### src/rtl/sigma_delta_adc.sv
// ---------------------------------------------------------------------------
// sigma_delta_adc
//
// 1-bit sigma-delta ADC front end with a sinc3 (third-order CIC) decimator.
// The external comparator output is synchronised, echoed back as the feedback
// bit, and the resulting bitstream is decimated by R = 2**OSR_LOG2 into
// unsigned excess-2**(OUT_W-1) PCM samples.
//
// Parameters
//   OSR_LOG2 : log2 of the decimation ratio R
//   OUT_W    : output sample width, 1 <= OUT_W <= 3*OSR_LOG2
//
// Ports
//   CLK    in   system clock, all flops on the rising edge
//   RESET  in   asynchronous, active-high reset
//   CEN    in   modulator-rate enable, one comparator sample per CEN cycle
//   CMPin  in   raw asynchronous comparator output
//   FBout  out  feedback bit to the external RC integrator
//   DOUT   out  decimated sample, OUT_W bits
//   DVALID out  one-CLK pulse in the cycle DOUT takes a new value
// ---------------------------------------------------------------------------
module sigma_delta_adc #(
    parameter int unsigned OSR_LOG2 = 6,
    parameter int unsigned OUT_W    = 16
) (
    input  logic             CLK,
    input  logic             RESET,
    input  logic             CEN,
    input  logic             CMPin,
    output logic             FBout,
    output logic [OUT_W-1:0] DOUT,
    output logic             DVALID
);

    // Integrator/comb width: full-scale CIC gain is R**3 = 2**(3*OSR_LOG2),
    // which needs one bit above the nominal 3*OSR_LOG2.
    localparam int unsigned W = 3 * OSR_LOG2 + 1;

    localparam logic [OSR_LOG2-1:0] CntOne   = OSR_LOG2'(1);
    localparam logic [OSR_LOG2-1:0] CntLast  = '1;
    localparam logic [1:0]          WarmDone = 2'd3;

    // Synchroniser
    logic cmp_s1;
    logic cmp_s2;

    // Integrators (modular, wrap-around is harmless for a CIC)
    logic [W-1:0] int1_q, int1_d;
    logic [W-1:0] int2_q, int2_d;
    logic [W-1:0] int3_q, int3_d;

    // Comb delay elements
    logic [W-1:0] dly1_q;
    logic [W-1:0] dly2_q;
    logic [W-1:0] dly3_q;
    logic [W-1:0] comb1;
    logic [W-1:0] comb2;
    logic [W-1:0] comb3;

    // Decimation and warmup counters
    logic [OSR_LOG2-1:0] cnt_q;
    logic [1:0]          warm_q;

    logic             boundary;
    logic [W-2:0]     sat;
    logic [OUT_W-1:0] dout_d;
    logic             unused_sat;

    // -----------------------------------------------------------------------
    // Two-flop synchroniser, runs every CLK regardless of CEN
    // -----------------------------------------------------------------------
    always_ff @(posedge CLK or posedge RESET) begin
        if (RESET) begin
            cmp_s1 <= 1'b0;
            cmp_s2 <= 1'b0;
        end else begin
            cmp_s1 <= CMPin;
            cmp_s2 <= cmp_s1;
        end
    end

    // -----------------------------------------------------------------------
    // Integrator next-state and comb datapath
    // -----------------------------------------------------------------------
    always_comb begin
        int1_d = int1_q + {{(W-1){1'b0}}, cmp_s2};
        int2_d = int2_q + int1_q;
        int3_d = int3_q + int2_q;

        boundary = CEN && (cnt_q == CntLast);

        // Comb input is I3 after this cycle's update.
        comb1 = int3_d - dly1_q;
        comb2 = comb1 - dly2_q;
        comb3 = comb2 - dly3_q;

        // Only full scale reaches the top bit; clamp it to the largest code.
        sat    = comb3[W-1] ? '1 : comb3[W-2:0];
        dout_d = sat[W-2 -: OUT_W];
    end

    // Truncated LSBs of the scaled value are intentionally dropped.
    assign unused_sat = ^sat;

    // -----------------------------------------------------------------------
    // Modulator-rate state: feedback bit, integrators, decimation counter
    // -----------------------------------------------------------------------
    always_ff @(posedge CLK or posedge RESET) begin
        if (RESET) begin
            FBout  <= 1'b0;
            int1_q <= '0;
            int2_q <= '0;
            int3_q <= '0;
            cnt_q  <= '0;
        end else if (CEN) begin
            FBout  <= cmp_s2;
            int1_q <= int1_d;
            int2_q <= int2_d;
            int3_q <= int3_d;
            cnt_q  <= cnt_q + CntOne;
        end
    end

    // -----------------------------------------------------------------------
    // Decimated-rate state: comb delays, warmup, output register
    // -----------------------------------------------------------------------
    always_ff @(posedge CLK or posedge RESET) begin
        if (RESET) begin
            dly1_q <= '0;
            dly2_q <= '0;
            dly3_q <= '0;
            warm_q <= '0;
            DOUT   <= '0;
            DVALID <= 1'b0;
        end else begin
            DVALID <= 1'b0;
            if (boundary) begin
                // Delays advance on every boundary so the comb is primed
                // by the time warmup releases the output.
                dly1_q <= int3_d;
                dly2_q <= comb1;
                dly3_q <= comb2;
                if (warm_q == WarmDone) begin
                    DOUT   <= dout_d;
                    DVALID <= 1'b1;
                end else begin
                    warm_q <= warm_q + 2'd1;
                end
            end
        end
    end

endmodule

### config.mk
export PLATFORM = sky130hd
export DESIGN_NAME = sigma_delta_adc
export DESIGN_NICKNAME = d
export VERILOG_FILES = /design/src/rtl/sigma_delta_adc.sv
export SDC_FILE = /design/constraint.sdc
export NUM_CORES = 1
export LEC_CHECK = 0
export BUFFER_PORTS_ARGS = -buffer_cell sky130_fd_sc_hd__buf_2
export CAP_MARGIN = 0
export CORE_MARGIN = 5
export CORE_UTILIZATION = 64
export DETAILED_ROUTE_END_ITERATION = 12
export GPL_ROUTABILITY_DRIVEN = 1
export PLACE_DENSITY_LB_ADDON = 0.1
export SLEW_MARGIN = 20
export SYNTH_ARGS = -nofsm -noshare
export SYNTH_HDL_FRONTEND = slang
export SYNTH_SLANG_ARGS = --single-unit
### constraint.sdc
create_clock -name CLK -period 8.4 [get_ports CLK]
set_input_delay 0.42 -clock CLK [delete_from_list [all_inputs] [get_ports CLK]]
set_output_delay 0.42 -clock CLK [all_outputs]
set_load 0.03 [all_outputs]
== After elaboration in Yosys (flattened, before gate mapping) ==
Index checks and enable logic that the tools add are counted.
Operators by class
  bitwise gates (word level): 1
  add/sub/neg operators: 8
  equal/unequal tests: 2
  mux-type cells: 3
  reduce and logical (&&, ||, !) cells: 3
Operator list (number)
  $sub 19x19->19: 3
  $add 19x19->19: 2
  $add 19x1->19: 1
  $mux 18: 1
  $add 6x1->6 const B: 1
  $eq 6x6->1 const B: 1
  $reduce_and 2->1: 2
  $add 2x1->2 const B: 1
  $eq 2x2->1 const B: 1
  $mux 1: 2
  $logic_and 1x1->1: 1
  $not 1->1: 1
Word-level totals
  register bits: 142
  input port bits: 4
  logic and storage cells: 30

== Depth between registers and ports, before layout ==
Gate-level depths: netlist (run 1).
  depth in word-level cells: 5
  mapped depth: 33

== Least setup slack after synthesis (run 1) ==
No wires, ideal clock.
  path kind: flip-flop to flip-flop
  start: register int2_q[1]
  end: register DOUT[1]
  arrival time: 5.942 ns
  setup slack: 2.329 ns
  data required time: 8.271 ns
  cell stages (with the launch flop): 29
  setup time: 0.129 ns
  cell sequence: dfrtp_1 ha_1 a21o_1 a21oi_1 o21bai_1 a2111oi_0 o31ai_1 a21oi_1 xnor2_1 ha_1 or3_1 o21ai_0 a21oi_1 xor2_1 ha_1 and4_1 o221ai_1 nand3_1 a21o_1 a21oi_1 xnor2_1 ha_1 a31o_2 a41oi_1 a21o_2 a21oi_2 xnor2_2 buf_6 a31oi_2
On the way
  longest elaborated chain between the ends: 5
Ends and longest elaborated chain
  start: declaration: RTL line 49  | logic [W-1:0] int2_q, int2_d;
  start signal: assignment: RTL line 118  | int2_q <= int2_d;
  $add 19x19->19: RTL line 88  | int3_d = int3_q + int2_q;
  via int3_d[9]: RTL line 50  | logic [W-1:0] int3_q, int3_d;
  $sub 19x19->19: RTL line 93  | comb1 = int3_d - dly1_q;
  via comb1[11]: RTL line 56  | logic [W-1:0] comb1;
  $sub 19x19->19: RTL line 94  | comb2 = comb1 - dly2_q;
  via comb2[14]: RTL line 57  | logic [W-1:0] comb2;
  $sub 19x19->19: RTL line 95  | comb3 = comb2 - dly3_q;
  $mux 18: RTL line 98  | sat = comb3[W-1] ? '1 : comb3[W-2:0];
  end signal: assignment: RTL line 144  | DOUT <= dout_d;
  end: declaration: RTL line 31  | output logic [OUT_W-1:0] DOUT,
The timed path passes the listed nets, and every way through them passes these cells.
A chain may end at the register's enable or synchronous reset.

== Final worst setup path (run 1) ==
  start: register int2_q[1]
  end: register DOUT[15]
The elaborated chain is that of the path after synthesis.

==> run_results.csv, run 1 <==
group,metric,value,unit
sta,skew,0.00908,ns
placement,gp_congestion,0.842,
worst_hold_path,hp-class,"input pin to flop",
sta,drv_slew,0,
run,cap_viol_max_count,0,
finish,fillers,1125,
route,drc_errors,0,
synthesis,synth_warnings,0,
placement,dp_hpwl,11900,microns
critical_path,rrSetupSlack,1.23,ns
sta,setup-tns-final,0,ns
sta,worstMarginPinSlew,0.928,ns
critical_path,cp_slowest_cell,"xnor2_2",
global_routing,gr-total-overflow,0,
global_routing,grt_pass1_vias,6795,
synthesis,synthTopCellsByArea,"dfrtp_1, ha_1, xnor2_1",
clock_tree,cts_max_path_buffers,2,
clock_tree,cts_tree,"yes",
sta,relSlewSlack,0.378,
global_routing,grt_pass1_wl,30200,microns
sta,hold_violations,0,
synthesis,synth_area,0.00936,sq mm
critical_path,startpoint_type,"flop",
critical_path,slowest_delay,0.74,ns
clock_tree,cts_buffers,17,
finish,drive_gt1_frac,0.124,
sta,rsz0062_at_grt,"no",
route,drt_first_pass_iters,6,
route,vias_per_cell,5.66,
die,num_rows,44,
route,antenna_left,0,
clock_tree,clock-root-buffer,"clkbuf_16",
die,core_area,0.0144,sq mm
route,num_vias,6830,
critical_path,crit_arrival,7.42,ns
sta,fin_hold_ws,0.103,ns
global_routing,grt_max_degree,80,
route,drt_iter0_drc,374,
synthesis,ys_ff_latch,142,
finish,antenna_cells,0,
critical_path,path_class,"flop to flop",
placement,io_buffer_count,21,
synthesis,async_reset_ff_frac,1.00,
sta,setup_viol,0,
synthesis,avgSynthCellArea,9.46,sq um
clock_tree,post_cts_resized,0,
synthesis,synth_edf_count,0,
clock_tree,h-tree-depth,4,
finish,syn2layout_area_growth,10.1,%
route,avgRoutedWirePerCell,14.0,microns
synthesis,synth_nets,1090,
critical_path,cp-startpoint,"int2_q[1]",
critical_path,r2r_start,"int2_q[1]",
critical_path,cp-end-kind,"flop",
die,chipHeight,131,microns
clock_tree,postCtsHoldBufs,0,
finish,fin_nets,1111,
die,ios,22,
clock_tree,cts_sinks,142,
critical_path,path_max_fanout,16,
die,start_util,0.649,
finish,utilization,0.714,
sta,period_share,0.853,
route,wirelength,16900,microns
clock_tree,clkSlewWorstSetupHoldPaths,0.06,ns
global_routing,antenna_found_initial,0,
synthesis,post-synth-top-area-cell,"dfrtp_1",
synthesis,syn_inst,989,
sta,fmax,140,MHz
status,status,"complete, no violations",
critical_path,crit_required,8.65,ns
synthesis,yosysUniqueCellTypes,65,
die,fp.dieW,131,microns
worst_hold_path,worstHoldStart,"CMPin",
sta,fin_crit,7.17,ns
synthesis,yosys.area.top_type_share,0.380,
clock_tree,cts_setup_buffers,0,
clock_tree,clk_latency,0.42,ns
synthesis,synthFlopType,"dfrtp_1",
die,die_area,0.0171,sq mm
synthesis,ys_seq_area_frac,0.380,
global_routing,grt_usage,0.215,
-- sequential cells by signal, indices dropped and copies added (netlist names), 2 cells and up --
signal  flops
int3_q     19
dly1_q     19
DOUT       16
int1_q     19
dly2_q     19
cnt_q       6
warm_q      2
dly3_q     19
int2_q     19
-- Yosys cell counts (8+ instances only) --
library cell    n
o21ai_0        81
clkbuf_1       18
nand2b_1       10
nor3_1         16
nand3_1        18
nand4_1        10
dfrtp_1       142
nor2b_1        14
xor2_1         24
nand2_1        84
ha_1           93
inv_1          86
a31oi_2         8
xnor2_1        68
a31oi_1        10
nor2_1         69
a21o_1         15
a21oi_1        66
o21a_1         12
mux2_2         39
-- logic make-up (layout without fill, tap and decap cells) --
kind of cell               after synthesis  after routing  share of synthesized area
and+or+nand+nor                        252            252                      0.125
xor gates and xnor gates                96             96                     0.0939
adders and majority gates               97             97                      0.133
buffers and inverters                  108            142                     0.0471
muxes                                   40             40                     0.0480
DFF                                    142            142                      0.380
AOI/OAI and AO/OA                      254            254                      0.174
-- critical path, delay by kind of cell (launching register included) --
| family | cells | cell delay [ns] |
|---|---|---|
| compound gates | 16 | 3.21 |
| xor+xnor | 4 | 1.34 |
| fa+ha+maj | 4 | 1.32 |
| flops | 1 | 0.43 |
| simple gates | 3 | 0.70 |
-- cells in the final DEF, fill, tap and decap left out, types with 7 or more instances in the layout --
cell and n:
xor2_1 24, a31oi_2 8, nor2b_1 14, bufinv_16 7, nor3_1 16, nand2_1 84
nor2_1 68, a21oi_1 66, a21o_1 15, dfrtp_1 142, a31oi_1 10, buf_2 21
nand4_1 10, nand2b_1 10, ha_1 93, nand3_1 18, clkbuf_16 17, xnor2_1 68
o21a_1 12, o21ai_0 81, inv_1 85, mux2_2 39
-- final timing paths --
path	cells after the start	endpoint
worst max-delay path	27	DOUT[15]
worst min-delay path	1	cmp_s1
worst max register to register	27	DOUT[15]
worst min register to register	0	cmp_s2
max in group asynchronous	3	dly1_q[2]
min in group asynchronous	2	dly3_q[2]
-- per-stage QoR --
stage               instances  setup WS, ns  cell area, sq um
floorplan                 989          2.33              9360
global placement         1175          1.47              9610
detailed placement       1175          1.27              9610
CTS                      1207          1.25             10300
global route             1207         0.611             10300
finish                   1207          1.23             10300
-- area by class of cell --
| class | instances | area, sq um | share of cell area |
|---|---|---|---|
| Timing Repair Buffer | 24 | 128 | 0.0124 |
| Tap cell | 184 | 230 | 0.0223 |
| Multi-Input combinational cell | 739 | 5370 | 0.521 |
| Inverter | 86 | 328 | 0.0318 |
| Clock buffer | 18 | 429 | 0.0417 |
| Clock inverter | 14 | 265 | 0.0257 |
| Sequential cell | 142 | 3550 | 0.345 |
-- per-layer routing --
metal,GRT usage,up-vias,part of all wire
li1,-,3513,-
met1,0.268,3196,0.47
met2,0.377,87,0.49
met3,0.0325,34,0.023
met4,0.0817,0,0.020
met5,0,-,0
Power of run 1 is not shown: default switching activity piles up to over one toggle a cycle in this logic, so the estimate is an artifact.
==> inputs of run 2 (changes only) <==
Settings changed: CELL_PAD_IN_SITES_DETAIL_PLACEMENT from default to 1, CELL_PAD_IN_SITES_GLOBAL_PLACEMENT from default to 1, CORE_MARGIN 5 to 2, CORE_UTILIZATION 64 to 50, GPL_TIMING_DRIVEN from default to 0.
==> run 2 against run 1 <==
  * Global-route usage rose by 0.85 points
  * Clock skew rose by 0.0031 ns
  * First-iteration DRC count fell by 25%
  * Non-clock buffer count rose by 20
  * Worst hold slack got worse by 0.026 ns
  * Highest routed layer unchanged
  * Register-to-register slack barely moved
  * Worst setup slack got worse by 0.0020 ns
  * Via count rose by 3.7%
  * Critical endpoint is now DOUT[9]
==> run_results.csv, run 2 (synthesis results as in run 1) <==
group,metric,value,unit
status,status,"complete, no violations",
global_routing,use_met3,0.0319,
route,vias_per_cell,5.55,
die,fp.dieW,141,microns
finish,syn2layout_area_growth,10.9,%
finish,regArea,0.00355,sq mm
sta,setup_viol,0,
global_routing,grtUsageMet2,0.429,
route,drt_iter0_drc,280,
critical_path,path_max_fanout,10,
route,num_vias,7081,
run,cap_viol_max_count,0,
critical_path,path_class,"flop to flop",
route,avgRoutedWirePerCell,16.2,microns
critical_path,crit_required,8.72,ns
sta,skew,0.0121,ns
sta,fmax,139,MHz
die,num_rows,50,
clock_tree,clkSlewWorstSetupHoldPaths,0.07,ns
die,chipHeight,141,microns
sta,fin_crit,7.17,ns
route,drc_errors,0,
critical_path,slowest_delay,0.61,ns
clock_tree,clock-root-buffer,"clkbuf_16",
die,die_area,0.0198,sq mm
die,core_area,0.0185,sq mm
critical_path,cp-end-kind,"flop",
critical_path,crit_arrival,7.49,ns
sta,setup-tns-final,0,ns
placement,dp_hpwl,15800,microns
sta,hold_violations,0,
sta,period_share,0.853,
finish,drive_gt1_frac,0.123,
finish,layout_commonest_cell,"dfrtp_1",
sta,worstMarginPinSlew,0.751,ns
global_routing,grt_max_degree,99,
finish,final_cell_mix,"dfrtp_1, ha_1, inv_1",
sta,relSlewSlack,0.493,
placement,gp_congestion,0.851,
finish,fin_nets,1131,
global_routing,gr-total-overflow,0,
global_routing,grtUsageMet1,0.256,
route,drt_first_pass_iters,4,
placement,io_buffer_count,20,
die,start_util,0.505,
clock_tree,clk_latency,0.44,ns
global_routing,antenna_found_initial,0,
global_routing,busiest_layer,"met2",
global_routing,grt_pass1_vias,7542,
critical_path,cp_slowest_cell,"a2111oi_0",
global_routing,grt_usage,0.223,
clock_tree,cts_tree,"yes",
sta,rsz0062_at_grt,"no",
clock_tree,cts_buffers,17,
finish,antenna_cells,0,
clock_tree,h-tree-depth,4,
finish,fillers,2130,
worst_hold_path,hp-class,"input pin to flop",
die,ios,22,
finish,multi_input_area,0.00536,sq mm
clock_tree,cts_sinks,142,
clock_tree,cts_max_path_buffers,2,
route,wirelength,20700,microns
clock_tree,post_cts_resized,0,
route,antenna_left,0,
critical_path,startpoint_type,"flop",
sta,drv_slew,0,
global_routing,grt_pass1_wl,35900,microns
run 2: cell types whose count changed in the layout (fill, tap and decap cells not counted), sizes merged:
cell | before | now
clkbuf | 18 | 38
clkinvlp | 2 | 3
bufinv | 7 | 1
dlygate4sd3 | 0 | 1
clkinv | 5 | 1
inv | 86 | 95
buf | 24 | 23
run 2: cell type report:
class	count	area share
inverters	86	0.0318
flip-flops and latches	142	0.342
repair buffers	22	0.0133
clock buffers	18	0.0423
well taps	234	0.0282
multi-input cells	739	0.517
clock inverters	14	0.0140
plain buffers	22	0.0113
run 2: repair_timing:
item / 4_1_cts / 5_1_grt
hold buffers: 1 / 0
buffers inserted: 0 / 0
endpoints found under the hold margin: 44 / 0
run 2: metrics by stage:
| step | std cells | worst slack, ns | area [sq um] | hold WS [ns] | utilization |
|---|---|---|---|---|---|
| after global routing | 1277 | 0.631 | 10400 | 0.0732 | 0.560 |
| after CTS | 1277 | 1.16 | 10400 | 0.0714 | 0.560 |
| after floorplan | 989 | 2.33 | 9360 | 0.331 | - |
| after global placement | 1243 | 1.40 | 9750 | 0.336 | 0.526 |
| final | 1277 | 1.23 | 10400 | 0.0770 | 0.560 |
| after detailed placement | 1244 | 1.31 | 9780 | 0.343 | 0.528 |
run 2: final timing paths:
path / slack (ns) / startpoint / cells after the start / to
worst max-delay path: 1.23 / int2_q[1] / 32 / DOUT[9]
worst min-delay path: 0.08 / CMPin / 1 / cmp_s1
worst max register to register: 1.23 / int2_q[1] / 32 / DOUT[9]
worst min register to register: 0.36 / cmp_s1 / 0 / cmp_s2
max in group asynchronous: 7.09 / RESET / 4 / int3_q[12]
min in group asynchronous: 0.52 / RESET / 3 / DOUT[0]
run 2: metal layers:
metal / up-vias / part of all wire / routed length [microns]
li1: 3544 / - / -
met1: 3459 / 0.44 / 9010
met2: 55 / 0.53 / 11000
met3: 23 / 0.017 / 344
met4: 0 / 0.015 / 306
met5: - / 0 / 0
run 2: critical path, delay by kind of cell, from the launching register on:
| family | cells | cell delay, ns |
|---|---|---|
| AO/OA/AOI/OAI | 16 | 3.26 |
| XOR/XNOR | 4 | 0.92 |
| adder cells (fa/ha/maj) | 4 | 1.34 |
| buffers and inverters | 1 | 0.22 |
| flip-flops | 1 | 0.44 |
| AND/OR/NAND/NOR | 7 | 0.85 |
Power of run 2 is left out for the same reason.
